`config.mk`:
```
export PLATFORM = sky130hd
export DESIGN_NAME = flit_group_tx
export DESIGN_NICKNAME = d
export VERILOG_FILES = /design/src/rtl/flit_group_tx.sv
export SDC_FILE = /design/constraint.sdc
export NUM_CORES = 1
export LEC_CHECK = 0
export CAP_MARGIN = 25
export CORE_UTILIZATION = 46
export CTS_CLUSTER_DIAMETER = 150
export DETAILED_ROUTE_END_ITERATION = 16
export HOLD_SLACK_MARGIN = 0.03
export PLACE_DENSITY = 0.9
export SLEW_MARGIN = 25
export SYNTH_ARGS = -nofsm -noshare
export SYNTH_HDL_FRONTEND = slang
export SYNTH_SLANG_ARGS = --single-unit
export TNS_END_PERCENT = 100
```
`constraint.sdc`:
```
create_clock -name clk -period 2.4 [get_ports clk]
set_input_delay 0.48 -clock clk [delete_from_list [all_inputs] [get_ports clk]]
set_output_delay 0.48 -clock clk [all_outputs]
set_load 0.02 [all_outputs]
```
`src/rtl/flit_group_tx.sv`:
```
// Gathers one flit per compass port into an aligned 4-flit group for the pipeline stage.
// Partial groups are forced out after TIMEOUT cycles, and missing slots read as null flits.
module flit_group_tx #(
    parameter int FW      = 11,
    parameter int TIMEOUT = 4,
    parameter int CW      = 8
) (
    input  logic          clk,
    input  logic          rst_n,
    input  logic [FW-1:0] n_in,
    input  logic [FW-1:0] s_in,
    input  logic [FW-1:0] e_in,
    input  logic [FW-1:0] w_in,
    input  logic          n_vld,
    input  logic          s_vld,
    input  logic          e_vld,
    input  logic          w_vld,
    output logic          n_rdy,
    output logic          s_rdy,
    output logic          e_rdy,
    output logic          w_rdy,
    output logic [FW-1:0] nty,
    output logic [FW-1:0] sty,
    output logic [FW-1:0] ety,
    output logic [FW-1:0] wty,
    output logic          grp_vld,
    input  logic          grp_rdy,
    output logic [CW-1:0] grp_cnt
);

    typedef enum logic [1:0] {IDLE, COLLECT, LAUNCH} state_t;

    state_t        state, state_nx;
    logic [FW-1:0] slot [4];
    logic [FW-1:0] din  [4];
    logic [3:0]    filled, vld, rdy, store, fnext;
    logic [7:0]    timer, timer_nx;
    logic          hs;

    assign din[0] = n_in;
    assign din[1] = s_in;
    assign din[2] = e_in;
    assign din[3] = w_in;
    assign vld    = {w_vld, e_vld, s_vld, n_vld};

    // rdy depends only on registers (and reset), never on the inputs
    assign rdy = {4{rst_n & (state != LAUNCH)}} & ~filled;
    assign {w_rdy, e_rdy, s_rdy, n_rdy} = rdy;

    always_comb begin
        store = '0;
        for (int p = 0; p < 4; p++)
            store[p] = vld[p] & rdy[p] & din[p][FW-1];
    end

    assign fnext = filled | store;
    assign hs    = (state == LAUNCH) & grp_rdy;

    always_comb begin
        state_nx = state;
        timer_nx = timer;
        case (state)
            IDLE: begin
                if (fnext == 4'hF) begin
                    state_nx = LAUNCH;
                end else if (fnext != 4'h0) begin
                    state_nx = COLLECT;
                    timer_nx = 8'd0;
                end
            end
            COLLECT: begin
                if (fnext == 4'hF)
                    state_nx = LAUNCH;
                else if (timer == 8'(TIMEOUT - 1) && fnext != 4'h0)
                    state_nx = LAUNCH;
                else
                    timer_nx = timer + 8'd1;
            end
            LAUNCH: begin
                if (grp_rdy)
                    state_nx = IDLE;
            end
            default: state_nx = IDLE;
        endcase
    end

    always_ff @(posedge clk or negedge rst_n) begin
        if (!rst_n) begin
            state   <= IDLE;
            timer   <= 8'd0;
            filled  <= 4'h0;
            grp_cnt <= '0;
            for (int p = 0; p < 4; p++)
                slot[p] <= '0;
        end else begin
            state <= state_nx;
            timer <= timer_nx;
            if (hs) begin
                // Clearing the slots here is what makes unfilled slots launch as null flits
                filled  <= 4'h0;
                grp_cnt <= grp_cnt + CW'(1);
                for (int p = 0; p < 4; p++)
                    slot[p] <= '0;
            end else begin
                filled <= fnext;
                for (int p = 0; p < 4; p++)
                    if (store[p])
                        slot[p] <= din[p];
            end
        end
    end

    assign grp_vld = (state == LAUNCH);
    assign nty     = grp_vld ? slot[0] : '0;
    assign sty     = grp_vld ? slot[1] : '0;
    assign ety     = grp_vld ? slot[2] : '0;
    assign wty     = grp_vld ? slot[3] : '0;

endmodule

```
==> Word-level counts from Yosys, hierarchy flattened <==
Index checks and enable logic that the tools add are counted.
{ "word_totals": {"ff_bits": 66, "latch_bits": 0, "ramBits": 0, "mem_bits_ro": 0, "input_bits": 51, "out_inout_bits": 57, "wordCells": 66, "memories": 0} }
{ "op_classes": {"addsub": 2, "mul": 0, "div_mod_pow": 0, "order_cmp": 0, "n_eq_ne": 12, "shifts": 0, "n_mux": 21, "n_bitwise": 13, "reduce_logical": 10} }
{ "op_table": {"columns": ["op", "n"], "rows": [
  ["two-way mux 11 bit", 8],
  ["two-way mux 44 bit", 1],
  ["two-way mux 8 bit", 4],
  ["adder 8 x 1 -> 8 bit (second input constant)", 2],
  ["case mux 8 bit (2 select lines)", 1],
  ["AND 1 bit", 10],
  ["two-way mux 2 bit", 5],
  ["!= test 2 bit (second input constant)", 5],
  ["nonzero test 2 bit", 5],
  ["equality test 8 x 2 -> 1 bit (second input constant)", 1],
  ["!= test 3 bit (second input constant)", 2],
  ["case mux 2 bit (3 select lines)", 1],
  ["AND reduction 5 bit", 1],
  ["AND 4 bit", 1],
  ["equality test 4 bit (second input constant)", 1],
  ["two-way mux 4 bit", 1],
  ["inverter 4 bit", 1],
  ["bitwise OR 4 bit", 1],
  ["nonzero test 4 bit", 1],
  ["AND reduction 3 bit", 1],
  ["equality test 2 x 1 -> 1 bit (second input constant)", 1],
  ["equality test 2 bit (second input constant)", 1],
  ["zero test 2 bit", 1],
  ["!= test 2 x 1 -> 1 bit (second input constant)", 1],
  ["logical AND 1 bit", 1]
]} }

==> Longest topological paths before layout <==
Gate-level depths: netlist of the first run.
{ "logic_depth": {"ltp_word": 11, "depth_mapped": 8} }

==> Worst setup path before layout of the first run <==
OpenSTA, ideal clock, no wires.
{ "synth_path": {"kind": "register to output", "from": "register state[0]", "to": "output wty[1]", "t_arrival_ns": 1.626, "required_time_ns": 1.920, "slack_ns": 0.294, "stages_incl_launch_ff": 7, "cell_sequence": "dfrtp_1 nand2b_1 buf_2 inv_1 clkbuf_1 clkbuf_1 and2_1"} }
{ "synth_between": {"elab_chain_cells": 2} }
{ "synth_rtl": {"columns": ["element", "line_no", "source"], "rows": [
  ["from (decl)", "33", "state_t state, state_nx;"],
  ["from (signal assigned)", "96", "state <= state_nx;"],
  ["equality test 2 bit", "113", "assign grp_vld = (state == LAUNCH);"],
  ["net grp_vld", "26", "output logic grp_vld,"],
  ["two-way mux 11 bit", "117", "assign wty = grp_vld ? slot[3] : '0;"],
  ["to (decl)", "25", "output logic [FW-1:0] wty,"]
]} }
The timed path passes the listed nets, and every way through them passes these cells.

==> Final worst setup path of the first run <==
{ "layout_path": {"from": "register state[1]", "to": "output s_rdy"} }
{ "layout_between": {"elab_chain_cells": 3} }
{ "layout_rtl": {"columns": ["element", "line_no", "source"], "rows": [
  ["!= test 2 bit", "47", "assign rdy = {4{rst_n & (state != LAUNCH)}} & ~filled;"],
  ["AND 1 bit", "47", null],
  ["AND 4 bit", "47", null],
  ["to (decl)", "19", "output logic s_rdy,"]
]} }
No other way between the ends.

==> run metrics, run 1 <==
Ports=108; dpl ws=-0.0237 ns; arrival time worst endpoint=about 1.9 ns; via-per-instance ratio=around 5.3; RR Startpoint=filled[2]; fin worst setup slack=between 0.05 and 0.06 ns; FFs w/ async S/R, synth=1.00; CP max stage delay=0.61 ns; die height=85.3 um; WL final=8.13 mm; worst slew pin tran=about 0.67 ns; Root Driver=clkbuf_8; Pwr Density=924 mW/mm^2; maximum vdd drop=462 uV; Cells after Synth=339; DRC viols=0; Core ar.=approximately 0.0065 sq mm; RSZ-0062 raised after global routing=no; net count after synthesis=just under 400; Antenna Cells=0; static leakage=2.49 nW; pins over their slew limit=0; area grow syn2layout=46.2%; worst setup path start=state[1]; Num CTS Buffers=9; I/O Buffers=107; status=completed; final HPWL from detailed placement=just under 6 mm; Yosys reg bits=66; M3 GR Usage=0.0418; synthesized area=0.00319 sq mm; Crit. End Element=output port; Synth Flop Type=dfrtp_1; Worst Skew=0.00875 ns; DRT iter0 DRCs=83; fin crit period=2.34 ns; Std-Cell Rows=29; Global Route met1 Usage=0.287; max cap viols=0; post-CTS setup buffers=0; GR Overflow Total=0; achievable clock frequency=roughly 430 MHz; Antenna Violating Nets Remaining=0; die area=0.00727 sq mm; Slowest-stage cell, CP=clkdlybuf4s50_1; YS warnings=0; Post-synth EDFFs=0; # setup viols final=0; grt met2 use=0.408; CP cell instances=nand2b_1 > buf_4 > nand2_2 > nor2_1 > clkdlybuf4s50_1; vias in the first global route=2897; post-layout net count=about 510; Total GRT Usage=0.238; Worst-path clk slew=0.07 ns; layout cells sized above 1=0.0871; vias=2857; largest net degree at the start of global routing=33; critical path type=register to output port; Final Hold Viols=0; die width=85.3 um; Relative slew margins=0.552; first-pass GRT wire length=13.4 mm; CTS max path bufs=2; post-synthesis sequential area ratio=0.518; clk_lat worst skew=approximately 0.34 ns; gpl congestion=0.908; worst hold path class=primary input to async pin; H-tree depth=3; Final Non-Filler Cells=around 540; Initial Util=0.488; placed instance count=519; CP Max Fanout=8; wire per inst=15.2 um; Filler cells=about 500; CTS Sinks=66; CP startpoint kind=register; Cell variety after synth=38; initial antenna violation count=0; period utilisation layout=0.976; Worst Path Required=1.92 ns; DR pass1 iterations=4; busiest grt layer=met2; Avg Inst Size Synth=9.40 sq um; CTS tree=done
-- per-layer routing --
layer / share of wire / up-vias
met5: 0 / -
met4: 0.021 / 0
met3: 0.045 / 19
met2: 0.51 / 100
met1: 0.43 / 1370
li1: - / 1368
-- critical path, delay by kind of cell (launching register included) --
family | cells | cell delay [ns]
buffers and inverters | 2 | 0.77
flip-flops | 1 | 0.38
AND/OR/NAND/NOR | 3 | 0.38
-- power breakdown --
group / internal [mW] / switching, mW
Clock: 0.535 / 0.415
Combinational: 0.703 / 0.855
Sequential: 1.52 / 0.279
Total: 2.76 / 1.55
-- synth_stat cells, types with 3 or more instances --
master | number | area (sq um)
nand2_1 | 62 | 233
nor2_1 | 37 | 139
a41oi_1 | 4 | 35.0
and2_1 | 44 | 275
xnor2_1 | 6 | 52.6
o22a_1 | 3 | 26.3
nand4_1 | 3 | 18.8
o21ai_0 | 21 | 105
mux2i_1 | 21 | 210
clkbuf_1 | 16 | 60.1
nor4_1 | 4 | 25.0
inv_1 | 5 | 18.8
buf_2 | 4 | 20.0
a211o_1 | 3 | 26.3
dfrtp_1 | 66 | 1650
nor3_1 | 10 | 50.1
-- registers in the layout, summed over array words and instances, names as in the netlist --
| register | flops |
|---|---|
| filled | 4 |
| grp_cnt | 8 |
| slot | 44 |
| state | 2 |
| timer | 8 |
-- kinds of logic after synthesis --
| family | after synthesis | share of synthesized area |
|---|---|---|
| compound gates | 44 | 0.0930 |
| xor+xnor | 7 | 0.0192 |
| fa+ha+maj | 2 | 0.00785 |
| buf+inv | 25 | 0.0310 |
| flops | 66 | 0.518 |
| mux | 21 | 0.0659 |
| simple gates | 174 | 0.265 |
-- worst paths after layout --
path | slack, ns | to | cells after the start
worst max-delay path | 0.06 | s_rdy | 5
worst min-delay path | 0.18 | slot[20] | 2
worst max register to register | 0.19 | timer[0] | 5
worst min register to register | 0.48 | grp_cnt[7] | 1
max in group asynchronous | 1.55 | state[1] | 2
min in group clk | 0.48 | grp_cnt[7] | 1
-- placed cells by master (no fill, tap or decap), types with 2 or more instances in the layout --
cell	count
a211o_1	3
o211a_1	2
and3b_1	2
nand3_1	2
clkinvlp_4	2
ha_1	2
nor4_1	4
buf_4	15
o21ai_0	21
clkdlybuf4s50_1	61
dfrtp_1	66
and2_1	44
xnor2_1	6
clkbuf_8	11
a21oi_1	2
inv_1	5
dlygate4sd2_1	26
a41oi_1	4
nand4_1	3
a22oi_1	2
nor3_2	4
and3_1	2
nor3_1	6
o22a_1	3
dlymetal6s2s_1	19
nand2b_1	2
mux2i_1	21
nand2_1	61
nor2_1	37
-- repair_timing --
| item | CTS | global route |
|---|---|---|
| endpoints found under the setup margin | 27 | 19 |
| gates resized for setup | 28 | 19 |
| hold buffers | 1 | 0 |
| hold endpoints to repair | 5 | 0 |
-- area by class of cell --
type / count / area [sq um] / share of cell area
multi-input combinational: 248 / 1460 / 0.313
sequential: 66 / 1650 / 0.354
clock inverter: 4 / 50.0 / 0.0107
inverter: 5 / 18.8 / 0.00403
timing repair buffer: 124 / 1230 / 0.264
clock buffer: 12 / 155 / 0.0333
tap: 77 / 96.3 / 0.0207
-- through the flow --
step	area (sq um)	total power [mW]	hold WS [ns]	TNS, ns	util
5_1_grt	4660	4.60	0.174	0	0.714
4_1_cts	4610	4.34	0.150	0	0.707
2_1_floorplan	3190	2.67	0.184	0	-
6_report	4660	4.31	0.176	0	0.714
3_5_place_dp	4430	3.41	0.326	-0.0663	0.678
3_3_place_gp	4430	3.31	0.320	0	0.678
Note: power is estimated with default switching activity, not from simulation.
==> run 2, diff against run 1 <==
- ABC_CLOCK_PERIOD_IN_PS: default -> 2500
- clock period: 2.4 -> 2.5 ns (I/O delays scaled with it)
==> run 2 against run 1 <==
Flip-flop and latch count is the same. Combinational power down 11%. Via count is 0.88% lower. Register-to-register slack improved by 0.12 ns. First-iteration DRC count rose by 80%. Critical path type unchanged. Critical endpoint is now nty[10].
==> run metrics, run 2 (same netlist as run 1, synthesis figures left out) <==
pins over their slew limit=0 (unchanged); Worst Path Required=2.00 ns (+0.08 ns); most frequent cells in the layout=dfrtp_1 (66), nand2_1 (61), clkdlybuf4s50_1 (57); area grow syn2layout=41.4%; post-CTS setup buffers=0 (unchanged); maximum vdd drop=594 uV (+29%); Clock power frac=0.187 (-0.034); Final Hold Viols=0 (unchanged); # setup viols final=0 (unchanged); commonest non-fill, non-tap cell in the layout=dfrtp_1; post-layout net count=503 (-0.79%); DRT iter0 DRCs=149 (+80%); Core ar.=0.00653 sq mm (unchanged); GR Overflow Total=0 (unchanged); DR pass1 iterations=4 (unchanged); first-pass GRT wire length=12.9 mm (-3.8%); max cap viols=0 (unchanged); WL final=7.75 mm (-4.7%); Crit. End Element=output port; largest net degree at the start of global routing=37 (+12%); Root Driver=clkbuf_8; switching power=1.43 mW (-7.8%); static leakage=2.24 nW (-10%); achievable clock frequency=around 420 MHz; clk_lat worst skew=0.32 ns (-0.02 ns); worst hold path class=primary input to async pin; CTS Sinks=66 (unchanged); die width=85.3 um (unchanged); Worst Skew=0.0118 ns (+0.00302 ns); switching share of power=0.371 (+0.0115); dpl ws=0.108 ns (+0.132 ns); sequential power share=0.451 (+0.033); via-per-instance ratio=5.33 (about the same); Antenna Violating Nets Remaining=0 (unchanged); critical path type=register to output port; Std-Cell Rows=29 (unchanged); arrival time worst endpoint=1.88 ns (+0.02 ns); vias in the first global route=2704 (-6.7%); worst slew pin tran=0.695 ns (+0.0242 ns); RSZ-0062 raised after global routing=no; Relative slew margins=0.536 (-0.0162); Initial Util=0.488 (unchanged); die area=0.00727 sq mm (unchanged); Antenna Cells=0 (unchanged); Num CTS Buffers=9 (unchanged); fin worst setup slack=0.121 ns (+0.0639 ns); Total Neg Setup Slack=0 ns (unchanged); max reg flops=44 (unchanged); fin crit period=2.38 ns; gpl congestion=0.832 (-8.4%); Worst-path clk slew=0.07 ns (about the same); CP Max Fanout=36 (+28); Pwr Density=853 mW/mm^2 (-7.6%); layout cells sized above 1=0.0771 (-0.0101); CTS tree=done; CP max stage delay=0.43 ns (-0.18 ns); I/O Buffers=107 (unchanged); initial antenna violation count=0 (unchanged); period utilisation layout=0.952; die height=85.3 um (unchanged); CP cell instances=nand2b_2 > inv_1 > buf_12 > and2_1 > dlygate4sd2_1; CP startpoint kind=register; Slowest-stage cell, CP=dfrtp_1; final HPWL from detailed placement=5.61 mm (-3.3%); status=completed; Ports=108 (unchanged); wire per inst=14.6 um (-3.8%); Filler cells=515 (+1.6%); Regs by FF count=slot: 44 flops, grp_cnt: 8 flops, timer: 8 flops; CTS max path bufs=2 (unchanged); vias=2832 (-0.88%); DRC viols=0 (unchanged); internal power=2.42 mW (-12%); Total GRT Usage=0.225 (-0.0129); largest reg by FF count=slot; H-tree depth=3 (unchanged); combinational power share=0.363 (about the same)
run 2: cell count changes in the layout (fill, tap and decap cells not counted), sizes merged, moves of 2 or more:
| cell | before | now |
|---|---|---|
| dlygate4sd2 | 26 | 47 |
| dlymetal6s2s | 19 | 2 |
| buf | 17 | 13 |
| clkdlybuf4s50 | 61 | 57 |
| clkinv | 1 | 4 |
| clkinvlp | 2 | 0 |
run 2: power by group through the flow:
| stage | combinational (mW) | sequential [mW] | clock (mW) |
|---|---|---|---|
| 6_report | 1.39 | 1.73 | 0.718 |
| 5_1_grt | 1.55 | 1.79 | 0.793 |
| 4_1_cts | 1.41 | 1.73 | 0.732 |
| 3_5_place_dp | 1.47 | 1.74 | 0 |
| 3_3_place_gp | 1.40 | 1.72 | 0 |
| 2_1_floorplan | 0.872 | 1.69 | 0 |
run 2: layout make-up:
type | count | area [sq um] | area share
inverters | 5 | 18.8 | 0.00416
multi-input cells | 248 | 1460 | 0.324
repair buffers | 120 | 1130 | 0.250
clock inverters | 4 | 20.0 | 0.00444
flip-flops and latches | 66 | 1650 | 0.366
well taps | 77 | 96.3 | 0.0214
clock buffers | 11 | 131 | 0.0291
run 2: worst paths after layout:
kind                       slack (ns)        from          to  cells past startpoint
max                              0.12    state[0]     nty[10]                      5
min                              0.14       rst_n    state[0]                      2
max reg2reg                      0.31   filled[2]    timer[6]                      5
min reg2reg                      0.48  grp_cnt[7]  grp_cnt[7]                      1
max in group asynchronous        1.44       rst_n    slot[25]                      2
min in group clk                 0.48  grp_cnt[7]  grp_cnt[7]                      1
run 2: critical path: cells and delay by family (launching register included):
kind	cells	cell delay (ns)
simple gates	2	0.44
buf+inv	3	0.67
flops	1	0.43
run 2: timing repair:
action,4_1_cts,5_1_grt
hold buffers,1,0
hold endpoints to repair,10,0
gates resized for setup,49,2
endpoints found under the setup margin,49,2
run 2: per-layer routing:
| metal | track usage | vias up | wire length (um) |
|---|---|---|---|
| met5 | 0 | - | 0 |
| met4 | 0.0894 | 0 | 128 |
| met3 | 0.0360 | 12 | 357 |
| met2 | 0.370 | 101 | 3690 |
| met1 | 0.300 | 1357 | 3570 |
| li1 | - | 1362 | - |
run 2: per-stage QoR:
stage	hold slack, ns	power (mW)	cell area [sq um]	instances	util
after floorplan	0.204	2.56	3190	339	-
after global placement	0.356	3.13	4400	515	0.673
after detailed placement	0.358	3.21	4400	515	0.673
after CTS	0.127	3.87	4500	531	0.689
after global routing	0.134	4.12	4510	531	0.690
final	0.141	3.85	4510	531	0.690
==> run 3, diff against run 2 <==
- REMOVE_ABC_BUFFERS: default -> 1
==> run 3 against run 2 <==
Sequential share of layout area down 0.16 points. Clock power increased by 13%. Worst setup slack worse by 0.020 ns. Critical path type unchanged. Critical endpoint is now n_rdy.
==> run metrics, run 3 (same netlist as run 1, synthesis figures left out) <==
Pwr Density=871 mW/mm^2 (+2.0%); RR Startpoint=state[0]; Root Driver=clkbuf_8; CTS tree=done; clk_lat worst skew=0.34 ns (+0.02 ns); Multi-input gate area=0.00146 sq mm (-0.17%); max reg flops=44 (unchanged); largest net degree at the start of global routing=39 (+5.4%); worst slew pin tran=0.666 ns (-0.0288 ns); period utilisation layout=0.960 (+0.00814); Initial Util=0.488 (unchanged); Crit. End Element=output port; Ports=108 (unchanged); post-layout util=0.693 (+0.00306); switching share of power=0.370 (-0.00130); RSZ-0062 raised after global routing=no; setup slack, reg-to-reg=0.28 ns (-0.03 ns); Reg2Reg Depth=7 (+2); fin crit period=2.40 ns (+0.0203 ns); DRT iter0 DRCs=162 (+8.7%); sequential power share=0.438 (-0.013); Worst-path clk slew=0.07 ns (about the same); Antenna Cells=0 (unchanged); Total GRT Usage=0.238 (+0.0130); placed instance count=516 (+0.19%); H-tree depth=3 (unchanged); die height=85.3 um (unchanged); via-per-instance ratio=5.23 (-1.9%); Clock power frac=0.206 (+0.019); die area=0.00727 sq mm (unchanged); final HPWL from detailed placement=5.62 mm (+0.14%); post-CTS setup buffers=0 (unchanged); Regs by FF count=slot: 44 flops, grp_cnt: 8 flops, timer: 8 flops; achievable clock frequency=417 MHz (-0.85%); commonest non-fill, non-tap cell in the layout=dfrtp_1; area grow syn2layout=42.0%; combinational power share=0.356 (-0.007); CTS max path bufs=2 (unchanged); post-CTS sizing=46 (-6.1%); static leakage=2.24 nW (+0.19%); post-route cell area=0.00453 sq mm (+0.44%); gpl congestion=0.879 (+5.6%); DR pass1 iterations=4 (unchanged); largest reg by FF count=slot; CP startpoint kind=register; first-pass GRT wire length=13.5 mm (+4.4%); Filler cells=532 (+3.3%); vias=2777 (-1.9%); Final Hold Viols=0 (unchanged); wire per inst=14.7 um (+0.70%); I/O Buffers=107 (unchanged); internal power=2.48 mW (+2.7%); maximum vdd drop=444 uV (-25%); vias in the first global route=2902 (+7.3%); critical path type=register to output port; dpl cell area=0.00440 sq mm (+0.11%); max cap viols=0 (unchanged); total power=3.94 mW (+2.5%); FF-to-FF End=timer[3]; cts hold-fix bufs=0 (-1); WL final=7.80 mm (+0.70%); Register Area=0.00165 sq mm (unchanged); Slowest-stage cell, CP=clkdlybuf4s50_1; Relative slew margins=0.555 (+0.0193); DRC viols=0 (unchanged); status=completed; Std-Cell Rows=29 (unchanged); Final Non-Filler Cells=531 (unchanged); CP cell instances=nand2b_1 > nand2_2 > nor2_1 > clkdlybuf4s50_1; post-layout net count=503 (unchanged); CP max stage delay=0.62 ns (+0.19 ns); worst hold path class=primary input to async pin; pins over their slew limit=0 (unchanged); Worst Path Required=2.00 ns (about the same); CP Max Fanout=8 (-78%); CTS Sinks=66 (unchanged); most frequent cells in the layout=dfrtp_1 (66), nand2_1 (61), clkdlybuf4s50_1 (58); Num CTS Buffers=9 (unchanged); Worst Skew=0.00707 ns (-0.00469 ns); die width=85.3 um (unchanged); Total Neg Setup Slack=0 ns (unchanged); Antenna Violating Nets Remaining=0 (unchanged); initial antenna violation count=0 (unchanged); switching power=1.46 mW (+2.1%); arrival time worst endpoint=1.90 ns (+0.02 ns); GR Overflow Total=0 (unchanged); Core ar.=0.00653 sq mm (unchanged); layout cells sized above 1=0.0815 (+0.00441); # setup viols final=0 (unchanged)
==> run 3: cell count changes in the layout (fill, tap and decap cells not counted), sizes merged <==
| cell | delta |
|---|---|
| buf | +1 |
| clkinvlp | +1 |
| inv | +1 |
| dlygate4sd3 | -1 |
| clkdlybuf4s50 | +1 |
| clkinv | -2 |
| dlygate4sd2 | -1 |
==> run 3: stage by stage <==
| step | hold slack (ns) | setup WS (ns) |
|---|---|---|
| global route | 0.209 | 0.00252 |
| detailed placement | 0.482 | 0.0896 |
| floorplan | 0.204 | 0.0837 |
| CTS | 0.180 | 0.00439 |
| finish | 0.205 | 0.101 |
| global placement | 0.471 | 0.165 |
==> run 3: how the worst max path moves through the flow <==
stage | from | to | cells past startpoint
2_1_floorplan | state[0] | slot[0] | 5
3_3_place_gp | e_in[10] | timer[7] | 6
3_5_place_dp | s_in[10] | timer[0] | 6
4_1_cts | state[0] | s_rdy | 4
5_1_grt | state[0] | n_rdy | 4
6_report | state[0] | n_rdy | 4
==> run 3: final cells by class <==
type,count,share of cell area
Sequential cell,66,0.365
Tap cell,77,0.0213
Clock buffer,11,0.0334
Multi-Input combinational cell,248,0.322
Inverter,5,0.00414
Clock inverter,4,0.00580
Timing Repair Buffer,120,0.248
==> run 3: per-layer routing <==
metal | up-vias | wire length [um] | part of all wire | global-route usage
met5 | - | 0 | 0 | 0
met4 | 0 | 167 | 0.021 | 0.0970
met3 | 16 | 484 | 0.062 | 0.0623
met2 | 90 | 3920 | 0.50 | 0.403
met1 | 1310 | 3230 | 0.41 | 0.290
li1 | 1361 | - | - | -
==> run 3: power by group through the flow <==
stage / Sequential, mW / Combinational, mW / Clock, mW
2_1_floorplan: 1.69 / 0.831 / 0
3_3_place_gp: 1.72 / 1.43 / 0
3_5_place_dp: 1.74 / 1.48 / 0
4_1_cts: 1.73 / 1.42 / 0.835
5_1_grt: 1.79 / 1.58 / 0.896
6_report: 1.72 / 1.40 / 0.813
==> run 3: worst max-delay path: cells and delay by family (launching register included) <==
| family | cells | cell delay [ns] |
|---|---|---|
| buffers and inverters | 1 | 0.62 |
| DFF | 1 | 0.45 |
| and+or+nand+nor | 3 | 0.50 |
